--- src/rtl/mult_div_unit.sv ---
// mult_div_unit: multi-cycle signed multiply / divide unit.
//   MULT: radix-2 Booth, WIDTH iterations, 2*WIDTH-bit product in {HI,LO}.
//   DIV : restoring division on magnitudes, WIDTH iterations,
//         quotient in LO, remainder in HI (remainder takes the dividend's sign).
//         A zero divisor is flagged one cycle after the start and HI/LO are left alone.
// Ports:
//   clk, reset            rising-edge clock, async active-high reset
//   mult_start, div_start one-cycle start pulses (mult wins if both are high)
//   A, B                  operands, captured on the accepting edge
//   HI, LO                result registers, updated only on the done edge
//   busy                  operation in progress
//   done                  one-cycle pulse when HI/LO update or a div-by-zero is reported
//   div_zero              sticky flag for a DIV with B==0, cleared by the next accepted start
module mult_div_unit #(
  parameter int WIDTH = 32
) (
  input  logic             clk,
  input  logic             reset,
  input  logic             mult_start,
  input  logic             div_start,
  input  logic [WIDTH-1:0] A,
  input  logic [WIDTH-1:0] B,
  output logic [WIDTH-1:0] HI,
  output logic [WIDTH-1:0] LO,
  output logic             busy,
  output logic             done,
  output logic             div_zero
);
  localparam int CW = $clog2(WIDTH) + 1;

  typedef enum logic [1:0] {IDLE, MULT, DIV, FINISH} state_t;

  state_t           state_q;
  logic [2*WIDTH:0] acc_q;      // Booth accumulator {upper, multiplier, q-1}
  logic [WIDTH-1:0] opb_q;      // multiplicand (MULT) or divisor magnitude (DIV)
  logic [WIDTH-1:0] rem_q, quo_q;
  logic [CW-1:0]    cnt_q;
  logic             is_div_q, dz_q, neg_q_q, neg_r_q;
  logic [WIDTH-1:0] hi_q, lo_q;
  logic             busy_q, done_q, div_zero_q;

  assign HI       = hi_q;
  assign LO       = lo_q;
  assign busy     = busy_q;
  assign done     = done_q;
  assign div_zero = div_zero_q;

  // Booth step. The add/subtract is done one bit wider than the upper half so
  // that a -2^(W-1) multiplicand cannot overflow; the extra sign bit is what
  // gets shifted back into the accumulator.
  logic [WIDTH:0]   upper_x, mcand_x, booth_sum;
  logic [2*WIDTH:0] acc_d;
  always_comb begin
    upper_x = {acc_q[2*WIDTH], acc_q[2*WIDTH:WIDTH+1]};
    mcand_x = {opb_q[WIDTH-1], opb_q};
    case (acc_q[1:0])
      2'b01:   booth_sum = upper_x + mcand_x;
      2'b10:   booth_sum = upper_x - mcand_x;
      default: booth_sum = upper_x;
    endcase
    acc_d = {booth_sum, acc_q[WIDTH:1]};
  end

  // Restoring division step. The shifted partial remainder is WIDTH+1 bits;
  // when the trial subtract succeeds the result is always below the divisor,
  // so a WIDTH-bit subtract is exact.
  logic [WIDTH:0]   rs;
  logic [WIDTH-1:0] sub, rem_d, quo_d;
  logic             ge;
  always_comb begin
    rs    = {rem_q, quo_q[WIDTH-1]};
    ge    = (rs >= {1'b0, opb_q});
    sub   = rs[WIDTH-1:0] - opb_q;
    rem_d = ge ? sub : rs[WIDTH-1:0];
    quo_d = {quo_q[WIDTH-2:0], ge};
  end

  // Magnitudes; -2^(W-1) maps to 2^(W-1), which fits as unsigned.
  logic [WIDTH-1:0] abs_a, abs_b;
  assign abs_a = A[WIDTH-1] ? -A : A;
  assign abs_b = B[WIDTH-1] ? -B : B;

  always_ff @(posedge clk or posedge reset) begin
    if (reset) begin
      state_q    <= IDLE;
      acc_q      <= '0;
      opb_q      <= '0;
      rem_q      <= '0;
      quo_q      <= '0;
      cnt_q      <= '0;
      is_div_q   <= 1'b0;
      dz_q       <= 1'b0;
      neg_q_q    <= 1'b0;
      neg_r_q    <= 1'b0;
      hi_q       <= '0;
      lo_q       <= '0;
      busy_q     <= 1'b0;
      done_q     <= 1'b0;
      div_zero_q <= 1'b0;
    end else begin
      done_q <= 1'b0;
      case (state_q)
        IDLE: begin
          if (mult_start || div_start) begin
            busy_q     <= 1'b1;
            div_zero_q <= 1'b0;
            dz_q       <= 1'b0;
            cnt_q      <= CW'(WIDTH);
            if (mult_start) begin
              is_div_q <= 1'b0;
              opb_q    <= A;
              acc_q    <= {{WIDTH{1'b0}}, B, 1'b0};
              state_q  <= MULT;
            end else if (B == '0) begin
              // No iterations: report on the next edge, HI/LO untouched.
              is_div_q <= 1'b1;
              dz_q     <= 1'b1;
              state_q  <= FINISH;
            end else begin
              is_div_q <= 1'b1;
              opb_q    <= abs_b;
              quo_q    <= abs_a;
              rem_q    <= '0;
              neg_q_q  <= A[WIDTH-1] ^ B[WIDTH-1];
              neg_r_q  <= A[WIDTH-1];
              state_q  <= DIV;
            end
          end
        end
        MULT: begin
          acc_q <= acc_d;
          cnt_q <= cnt_q - 1'b1;
          if (cnt_q == CW'(1)) state_q <= FINISH;
        end
        DIV: begin
          rem_q <= rem_d;
          quo_q <= quo_d;
          cnt_q <= cnt_q - 1'b1;
          if (cnt_q == CW'(1)) state_q <= FINISH;
        end
        FINISH: begin
          busy_q  <= 1'b0;
          done_q  <= 1'b1;
          state_q <= IDLE;
          if (dz_q) begin
            div_zero_q <= 1'b1;
          end else if (is_div_q) begin
            lo_q <= neg_q_q ? -quo_q : quo_q;
            hi_q <= neg_r_q ? -rem_q : rem_q;
          end else begin
            hi_q <= acc_q[2*WIDTH:WIDTH+1];
            lo_q <= acc_q[WIDTH:1];
          end
        end
        default: state_q <= IDLE;
      endcase
    end
  end
endmodule

--- config.mk ---
export PLATFORM = sky130hd
export DESIGN_NAME = mult_div_unit
export DESIGN_NICKNAME = d
export VERILOG_FILES = /design/src/rtl/mult_div_unit.sv
export SDC_FILE = /design/constraint.sdc
export NUM_CORES = 1
export LEC_CHECK = 0
export ABC_AREA = 1
export CAP_MARGIN = 10
export CORE_ASPECT_RATIO = 0.7
export CORE_UTILIZATION = 44
export CTS_CLUSTER_SIZE = 24
export DETAILED_ROUTE_END_ITERATION = 10
export PLACE_DENSITY = 0.68
export SKIP_LAST_GASP = 1
export SYNTH_ARGS = -nofsm -noshare
export SYNTH_HDL_FRONTEND = slang
export SYNTH_SLANG_ARGS = --single-unit
--- constraint.sdc ---
create_clock -name clk -period 7.55 [get_ports clk]
set_input_delay 1.51 -clock clk [delete_from_list [all_inputs] [get_ports clk]]
set_output_delay 1.51 -clock clk [all_outputs]
set_load 0.02 [all_outputs]
After elaboration in Yosys (flattened, before gate mapping):

Index checks and enable logic that the tools add are counted.

* RAM bits: 0
* word-level logic and storage cells: 99
* bits in registers: 240
* bits of input ports: 68
* memory bits (read-only): 0
* memories kept: 0
* latch bits: 0
* output and inout port bits: 67

* reduce and logical (&&, ||, !) cells: 19
* multiplexer cells: 37
* add/subtract/negate cells: 8
* shift-type cells: 0
* div/mod/pow operators: 0
* $mul: 0
* equality and inequality tests: 14
* $lt $le $gt $ge: 1
* bitwise operators: 4

Operators with widths (number)
* $mux W32: 15
* $mux W65: 2
* $pmux W65 S2: 1
* $neg A32 Y32: 4
* $pmux W32 S2: 2
* $pmux W33 S2: 1
* $add A32 B32 Y33: 1
* $ge A33 B32 Y1: 1
* $sub A32 B32 Y33: 1
* $logic_not A32 Y1: 1
* $sub A32 B32 Y32: 1
* $ne A2 B2 Y1 const B: 6
* $pmux W6 S2: 1
* $reduce_and A4 Y1: 3
* $reduce_and A2 Y1: 5
* $reduce_and A3 Y1: 3
* $mux W1: 8
* $reduce_bool A2 Y1: 4
* $eq A2 B2 Y1 const B: 3
* $eq A6 B1 Y1 const B: 1
* $mux W2: 3
* $mux W6: 1
* $pmux W2 S3: 1
* $sub A6 B1 Y6 const B: 1
* 9 further kinds: 13

Depth between registers and ports, before layout:

* depth after elaboration: 6
* mapped depth: 23
* mapped depth without buffers: 23

Worst setup path before layout:

Ideal clock, no wire load.

* path type: input to register
* from: input B[1]
* to: register quo_q[20]
* path buffers: 2
* arrival: 2802 ps
* required time: 7433 ps
* setup slack: 4631 ps
* library setup time: 117 ps
* cell stages on the path: 13
* path through: inv_1 -> ha_1 -> nand4_1 -> inv_2 -> nand3_1 -> nor2_2 -> nand2_1 -> nand4_2 -> buf_6 -> buf_6 -> a21oi_1 -> nand2_1 -> nand2_1

* cells in the longest elaborated chain, start to end: 3

RTL lines
* start: declaration: RTL line 22 `input logic [WIDTH-1:0] B,`
* $logic_not A32 Y1: RTL line 114 `end else if (B == '0) begin`
* $ne A2 B2 Y1 (no source line)
* $reduce_and A4 Y1 (no source line)
* end signal: assignment: RTL line 122 `quo_q <= abs_a;`
* end signal: assignment: RTL line 137 `quo_q <= quo_d;`
* end: declaration: RTL line 36 `logic [WIDTH-1:0] rem_q, quo_q;`

No other way between the ends.
A chain may end at the register's enable or synchronous reset.

Worst setup path in the final report:

* from: input mult_start
* to: register acc_q[32]

* cells in the longest elaborated chain, start to end: 3
* elaborated cells between the ends (all ways): 4
* classes of those cells: 2 x eq/ne; 2 x reduce/logical

RTL lines
* start: declaration: RTL line 19 `input logic mult_start,`
* $logic_or A1 B1 Y1: RTL line 104 `if (mult_start || div_start) begin`
* $ne A2 B2 Y1 (no source line)
* $reduce_and A3 Y1 (no source line) (*)
* end signal: assignment: RTL line 112 `acc_q <= {{WIDTH{1'b0}}, B, 1'b0};`
* end: declaration: RTL line 34 `logic [2*WIDTH:0] acc_q;`

Mark *: on every way between the ends. The rest lies on a longest branch, timed or not.

==> metrics.md <==
| Metric | Value |
|---|---|
| Status | `completed` |
| Syn Inst Count | `roughly 3300` |
| Worst EP arrival | `approximately 4.5 ns` |
| Core area | `roughly 45000 sq um` |
| Worst Path Required | `approximately 8.0 ns` |
| Max Cap Violations | `0` |
| Crit path capture type | `flip-flop` |
| RSZ-0062 raised after global routing | `no` |
| Cell Rows | `65` |
| NumNets Final | `~3500` |
| Fin crit share | `0.537` |
| Sink Count | `between 200 and 250` |
| Setup crit start | `mult_start` |
| Routed via count | `22300` |
| CTS tree | `built` |
| Vias per inst | `between 5 and 6` |
| Post-CTS setup buffer count | `0` |
| Clock share of power | `0.141` |
| Initial Utilization | `0.451` |
| Remaining DRCs | `0` |
| Static leakage | `about 0.012 uW` |
| Most common cell after layout, fill and taps aside | `nand2_1` |
| Critical path class | `in2reg` |
| First-pass DRT Iterations | `6` |
| Clk_lat worst skew | `0.58 ns` |
| Overall Global Routing Usage | `0.328` |
| Die ar. | `around 47000 sq um` |
| Worst slew pin tran | `1.12 ns` |
| DRT Wirelength | `between 70 and 80 mm` |
| Root buffer cell | `clkbuf_16` |
| P_int | `slightly below 5000 uW` |
| Multi-input gate area | `between 10000 and 15000 sq um` |
| Synth-to-Final Area Change | `13.3%` |
| NetSw | `5900 uW` |
| Slew HR | `0.256` |
| Syn avg cell area | `between 6 and 7 sq um` |
| Final worst slack | `~3.5 ns` |
| Dominant cell type by area after synthesis | `dfrtp_1` |
| Antenna Cells | `0` |
| Register area share after synthesis | `0.293` |
| Vias in the first global route | `just under 20000` |
| Longest Clk Path Bufs | `3` |
| Antenna Nets Post-Route | `0` |
| Max VDD drop | `between 200 and 250 uV` |
| Post-Place Setup Slack | `around 2.9 ns` |
| Max-slew violations | `0` |
| Combinational Power Share | `0.639` |
| H-tree depth | `1` |
| DRT iter0 DRCs | `about 3300` |
| Hold WC Path Type | `reg2reg` |
| Yosys cell types | `48` |
| Mapped cell area | `~20000 sq um` |
| Synthesized net count | `approximately 3500` |
| Global-route wire length before repair | `around 120 mm` |
| GRT overflow | `0` |
| Max Fclk | `roughly 250 MHz` |
| Port bufs | `around 130` |
| Final setup fails | `0` |
| Crit Path Max Fanout | `77` |
| Die Y | `183 um` |
| FF-to-FF Start | `opb_q[0]` |
| Register share of total power | `0.221` |
| Hold_buf cts | `0` |
| Reg clk slew, reported paths | `0.07 ns` |
| Crit Reg-Reg Endpoint | `acc_q[56]` |
| Total number of yosys warnings | `0` |
| Cts bufs inserted | `28` |
| Layout Skew | `a little under 0.02 ns` |
| Fraction of registers with async set/reset | `1.00` |
| Placer Congestion | `approximately 1.0` |
| Hpwl dp | `61.6 mm` |
| Largest net degree at the start of global routing | `approximately 130` |
| R2R Setup Slk | `3.68 ns` |
| Top-area cell type share of the netlist area | `0.293` |
| Post-route minimum period | `4.05 ns` |
| Pwr Density | `464 nW/um^2` |
| EDFF count, synth | `0` |
| Cells resized by post-CTS repair | `0` |
| Most frequent cells in the layout | `nand2_1, inv_1, nand3_1` |
| Initial antenna violation count | `1` |
| Most used DFF post-synth | `dfrtp_1` |
| Setup TNS | `0 ns` |
| Sw Share | `0.548` |
| Dominant cells by area after synthesis | `dfrtp_1, nand2_1, inv_1` |
| Startpoint types | `primary input` |
| Share of layout cells above drive strength 1 | `0.0292` |
| Seq cells post-synth | `240` |
| Final hold vios | `0` |
| # fillers | `4703` |
| Chip width | `260 um` |
| R2r worst-path depth | `20` |
| Num ports | `between 100 and 150` |
| Setup crit end | `acc_q[32]` |
| Register Area | `roughly 6000 sq um` |
| DR WL/cell | `slightly below 20 um` |
## registers in the layout (all words and copies together) (netlist names)
signal,count
div_zero,1
busy,1
state_q,2
cnt_q,6
dz_q,1
acc_q,65
opb_q,32
quo_q,32
done,1
neg_q_q,1
LO,32
is_div_q,1
rem_q,32
HI,32
neg_r_q,1
## layout make-up
class | instances | area share
Clock buffer | 40 | 0.0356
Clock inverter | 11 | 0.00808
Inverter | 504 | 0.0817
Multi-Input combinational cell | 2471 | 0.518
Sequential cell | 240 | 0.259
Tap cell | 603 | 0.0325
Timing Repair Buffer | 155 | 0.0656
## metal layers
layer | global-route usage | part of all wire
met1 | 0.540 | 0.48
met2 | 0.394 | 0.35
met3 | 0.111 | 0.15
met4 | 0.0565 | 0.018
met5 | 0 | 0.00014
## cells by family after synthesis
group	after synthesis	synth area share
AND/OR/NAND/NOR	1782	0.357
adder cells (fa/ha/maj)	78	0.0483
AO/OA/AOI/OAI	523	0.143
buffers and inverters	623	0.121
XOR/XNOR	88	0.0376
flip-flops	240	0.293
## cells in the mapped netlist, drive strengths merged, types with 8 or more instances
cell type  instances
o221ai            16
buf               55
nor3              43
ha                76
o21ai            224
clkbuf            64
a21oi            182
nand4             22
xor2              69
dfrtp            240
o22ai             15
xnor2             19
o211ai            59
nand2           1129
nand3            280
nor2             276
o31ai              8
inv              502
nand3b            21
## worst max-delay path, cell delays in order
cell and delay [ns]:
clkdlybuf4s50_1 0.46, buf_4 0.28, nor2_1 0.11, inv_1 0.11, nand2_1 0.06, buf_4 0.25, nand2_2 0.09, buf_4 0.58
inv_1 0.62, a211oi_1 0.34, a21oi_1 0.07
## metrics by stage
| step | util | area [sq um] | power [uW] | std cells | hold WS [ns] |
|---|---|---|---|---|---|
| final | 0.511 | 23200 | 10800 | 4024 | 0.476 |
| after global routing | 0.511 | 23200 | 11600 | 4024 | 0.500 |
| after CTS | 0.511 | 23200 | 10500 | 4024 | 0.481 |
| after detailed placement | 0.489 | 22200 | 8990 | 3973 | 0.465 |
| after global placement | 0.489 | 22200 | 8950 | 3973 | 0.463 |
| after floorplan | - | 20500 | 6820 | 3334 | 0.449 |
## power groups by stage
stage	Sequential [uW]	Clock [uW]	Combinational [uW]
6_report	2380	1520	6880
5_1_grt	2410	1580	7580
4_1_cts	2340	1530	6670
3_5_place_dp	2350	0	6640
3_3_place_gp	2350	0	6600
2_1_floorplan	2330	0	4490
## how the worst min path moves through the flow
stage | from | endpoint | slack (ns) | depth (start not counted)
after floorplan | quo_q[20] | quo_q[20] | 0.45 | 2
after global placement | quo_q[20] | quo_q[20] | 0.46 | 2
after detailed placement | HI[13] | HI[13] | 0.47 | 2
after CTS | HI[13] | HI[13] | 0.48 | 2
after global routing | LO[11] | LO[11] | 0.50 | 2
final | HI[2] | HI[2] | 0.48 | 2
No activity file was read; power rests on OpenSTA's default activity.
